--- config.mk ---
export PLATFORM = sky130hd
export DESIGN_NAME = memory_writeback_stage
export DESIGN_NICKNAME = d
export VERILOG_FILES = /design/src/rtl/memory_writeback_stage.sv
export SDC_FILE = /design/constraint.sdc
export NUM_CORES = 2
export LEC_CHECK = 0
export ABC_AREA = 1
export BUFFER_PORTS_ARGS = -buffer_cell sky130_fd_sc_hd__buf_4
export CAP_MARGIN = 30
export CORE_MARGIN = 3
export CORE_UTILIZATION = 25
export DETAILED_ROUTE_END_ITERATION = 12
export SYNTH_ARGS = -nofsm -noshare
export SYNTH_HDL_FRONTEND = slang
export SYNTH_SLANG_ARGS = --single-unit
export TNS_END_PERCENT = 30
--- constraint.sdc ---
create_clock -name clk -period 3.2 [get_ports clk]
set_clock_uncertainty 0.1 [all_clocks]
set_input_delay 0.16 -clock clk [delete_from_list [all_inputs] [get_ports clk]]
set_output_delay 0.16 -clock clk [all_outputs]
set_load 0.05 [all_outputs]
--- src/rtl/memory_writeback_stage.sv ---
// MEM stage of the pipelined processor: word-addressed data memory plus the MEM/WB register and WB result mux.
// Stores and loads to a bad address fault; the store is dropped and the load data reads as zero.
module memory_writeback_stage #(
  parameter int W     = 32,
  parameter int DEPTH = 64
) (
  input  logic         clk,
  input  logic         reset_synchronous_n,
  input  logic         StallM,
  input  logic         FlushW,
  input  logic         PCSrcM,
  input  logic         RegWriteM,
  input  logic         MemWriteM,
  input  logic         MemtoRegM,
  input  logic [W-1:0] AluResultM,
  input  logic [W-1:0] WriteDataM,
  input  logic [3:0]   WA3M,
  output logic         AddrFaultM,
  output logic         PCSrcW,
  output logic         RegWriteW,
  output logic         MemtoRegW,
  output logic [W-1:0] ReadDataW,
  output logic [W-1:0] AluResultW,
  output logic [3:0]   WA3W,
  output logic [W-1:0] ResultW
);

  localparam int AW = $clog2(DEPTH);

  logic [W-1:0]  mem [DEPTH];
  logic [AW-1:0] index;
  logic          misaligned;
  logic          out_of_range;
  logic          addr_bad;
  logic          mem_we;
  logic [W-1:0]  read_data;

  assign index        = AluResultM[AW+1:2];
  assign misaligned   = |AluResultM[1:0];
  assign out_of_range = |AluResultM[W-1:AW+2];
  assign addr_bad     = misaligned | out_of_range;
  assign AddrFaultM   = (MemWriteM | MemtoRegM) & addr_bad;

  // Read data is forced to zero on a bad address so a faulting load never leaks another word.
  assign read_data = addr_bad ? '0 : mem[index];

  // Memory contents survive reset; only the write itself is suppressed while in reset.
  assign mem_we = reset_synchronous_n & MemWriteM & ~StallM & ~addr_bad;

  always_ff @(posedge clk) begin
    if (mem_we) mem[index] <= WriteDataM;
  end

  // Priority: reset, then flush (controls cleared, data still loads), then stall (hold), then load.
  always_ff @(posedge clk) begin
    if (!reset_synchronous_n) begin
      PCSrcW     <= 1'b0;
      RegWriteW  <= 1'b0;
      MemtoRegW  <= 1'b0;
      ReadDataW  <= '0;
      AluResultW <= '0;
      WA3W       <= '0;
    end else if (FlushW) begin
      PCSrcW     <= 1'b0;
      RegWriteW  <= 1'b0;
      MemtoRegW  <= 1'b0;
      ReadDataW  <= read_data;
      AluResultW <= AluResultM;
      WA3W       <= WA3M;
    end else if (!StallM) begin
      PCSrcW     <= PCSrcM;
      RegWriteW  <= RegWriteM;
      MemtoRegW  <= MemtoRegM;
      ReadDataW  <= read_data;
      AluResultW <= AluResultM;
      WA3W       <= WA3M;
    end
  end

  assign ResultW = MemtoRegW ? ReadDataW : AluResultW;

endmodule

==> flow_metrics.py <==
metrics = {
    "critical_path": {
        "crit_top_cell": "buf_4",
        "endpoint_kind": "output pin",
        "cp_max_fo": 8,
        "path_cells": "dlygate4sd3_1 > buf_4 > nor2_1 > nand4_1 > nor4_1 > nand2_1 > clkinv_1 > buf_4 > nor2_1 > buf_4",
        "crit_type": "input port to output pin",
        "slowest_delay_ns": 0.57,
        "cp.arrival_ns": 2.66,
        "worstPathRequired_ns": 2.94,
        "start_kind": "input port",
        "critPathSlowestCell": "dlygate4sd3_1",
    },
    "floorplanning": {
        "ios": 180,
        "die-area_um2": 362000,
        "die_w_um": 602,
        "rows": 218,
        "coreArea_um2": 353000,
        "fp.dieH_um": 602,
        "start_util": 0.251,
    },
    "clock_network": {
        "cts_tree": "built",
        "root_buffer": "clkbuf_16",
        "clkLatencyLatePin_ns": 0.91,
        "cts_made_buffers": 217,
        "htreeDepth": 4,
        "cts.sinks": 2119,
        "path_clk_slew_ns": 0.06,
        "clockBufferDepth": 4,
        "postCtsSetupBuffers": 0,
    },
    "sta": {
        "fmax_mhz": 342,
        "tns_ns": 0,
        "fin_ws_ns": 0.277,
        "hold_viol": 0,
        "grt_setup_unrepaired": "no",
        "slew_headroom": 0.277,
        "final_max_slew_viol_count": 0,
        "tightest_slew_ns": 1.08,
        "min_period_ns": 2.92,
        "finalSetupViolations": 0,
        "post-route-period-util": 0.914,
    },
    "final_layout": {
        "final_common_cell": "nand2_1",
        "fill_cells": 35900,
        "area_growth_pct": 20.6,
        "drive_gt1_frac": 0.0968,
        "multi_input_area_um2": 24000,
        "seq_area_um2": 62900,
        "fin_nets": 9305,
        "most-common-layout-cells": "nand2_1 (5834), edfxtp_1 (2048), buf_4 (372)",
    },
    "pwr": {
        "sw_frac_of_total": 0.234,
        "peakVddDrop_uv": 475,
        "p_sw_mw": 14.1,
        "power_density_nw_per_um2": 564,
        "total_power_mw": 60.4,
        "internal-power_mw": 46.3,
        "leakage_nw": 43.5,
        "clockPowerShare": 0.422,
        "pwr-share-seq": 0.504,
        "comb_power_share": 0.073,
    },
    "global_routing": {
        "gr-usage-met2": 0.249,
        "overflow": 0,
        "use_met1": 0.203,
        "grt_pass1_vias": 58100,
        "grt.total_usage": 0.154,
        "grt_pass1_wl_mm": 413,
        "globalRouteMet3Util": 0.0299,
        "grt-busiest-layer": "met2",
        "antenna_found_initial": 44,
        "grt_start_max_net_pins": 102,
    },
    "synthesis": {
        "netlist_area_um2": 88800,
        "ys_types": 24,
        "synthesis.nets": 8886,
        "yosysSeqAreaShare": 0.708,
        "yosys_register_bits": 2119,
        "yosys_warnings": 0,
        "avgSynthCellArea_um2": 10.1,
        "synth_cells": 8810,
    },
    "routing": {
        "ant_nets": 0,
        "drt-total-wl_mm": 288,
        "post_drt_wl_per_cell_um": 20.4,
        "drtIter0Drc": 7472,
        "firstDrtPassIters": 6,
        "viasPerCell": 4.44,
        "drc_errors": 0,
        "vias": 62800,
    },
    "place": {
        "gp_congestion": 0.891,
        "io_buffers": 179,
        "dp_hpwl_mm": 172,
        "dp_slack_ns": 0.344,
    },
    "job": {
        "cap_violations": 0,
    },
    "run_status": {
        "status": "complete, no violations",
    },
    "hold_path": {
        "hp-class": "input port to flop",
    },
}
cell usage after synthesis (all sizes together):
master / instances / share of area
clkbuf: 113 / 0.0048
dfxtp: 71 / 0.016
buf: 335 / 0.020
nand4: 8 / 0.00056
nand3: 10 / 0.00056
inv: 65 / 0.0028
o211ai: 5 / 0.00042
a21oi: 67 / 0.0038
edfxtp: 2048 / 0.69
nor4: 2 / 0.00014
nor3: 8 / 0.00085
or2: 6 / 0.00042
o21ai: 75 / 0.0042
nor2: 162 / 0.0069
clkinv: 1 / 0.000042
nand2: 5834 / 0.25
worst paths after layout:
kind | start | to | slack (ns) | cells past startpoint
max | AluResultM[17] | AddrFaultM | 0.28 | 10
min | MemWriteM | mem[47][28]$_DFFE_PP_ | 0.19 | 7
max reg2reg | mem[39][18]$_DFFE_PP_ | ReadDataW[18]$_SDFFE_PN0P_ | 0.72 | 12
min reg2reg | AluResultW[4]$_SDFFE_PN0P_ | AluResultW[4]$_SDFFE_PN0P_ | 0.37 | 2
what timing repair did:
action / in CTS / in global routing
hold buffers: 150 / 0
endpoints found under the setup margin: 0 / 12
resized for setup: 0 / 0
endpoints found under the hold margin: 2095 / 0
sequential cells by signal (all words and copies together), names as in the netlist:
register    cells
AluResultW     32
MemtoRegW       1
PCSrcW          1
ReadDataW      32
RegWriteW       1
WA3W            4
mem          2048
power by group through the flow:
stage | combinational, mW | sequential, mW | clock (mW)
floorplan | 2.02 | 31.2 | 0
global placement | 4.16 | 31.0 | 0
detailed placement | 4.19 | 31.0 | 0
CTS | 4.38 | 30.4 | 25.8
global route | 4.79 | 30.4 | 26.9
finish | 4.44 | 30.4 | 25.5
worst max-delay path, delay by kind of cell:
| family | cells | cell delay (ns) |
|---|---|---|
| buffers and inverters | 5 | 1.36 |
| and+or+nand+nor | 5 | 1.13 |
layout make-up:
cell class,count,share of cell area
inverter,66,0.00260
timing repair buffer,648,0.0643
clock buffer,265,0.0530
tap,4730,0.0552
multi-input combinational,6177,0.224
antenna,17,0.000397
clock inverter,129,0.0129
sequential,2119,0.587
kinds of logic after synthesis:
family,count (synthesis),share of synthesized area
AND/OR/NAND/NOR,6030,0.256
AO/OA/AOI/OAI,147,0.00842
buffers and inverters,514,0.0273
flip-flops,2119,0.708
per-layer routing:
layer	vias up	routed length, um	part of all wire
li1	29400	-	-
met1	30200	117000	0.41
met2	2782	134000	0.46
met3	493	26500	0.092
met4	22	11100	0.038
met5	-	123	0.00043
per-stage QoR:
| stage | instances | util | hold slack (ns) | area [um^2] |
|---|---|---|---|---|
| after floorplan | 8810 | - | 0.159 | 88800 |
| after global placement | 13600 | 0.278 | 0.313 | 98200 |
| after detailed placement | 13600 | 0.278 | 0.321 | 98300 |
| after CTS | 14100 | 0.302 | 0.155 | 107000 |
| after global routing | 14100 | 0.303 | 0.173 | 107000 |
| final | 14200 | 0.303 | 0.195 | 107000 |
Power figures use the tool's default switching activity.
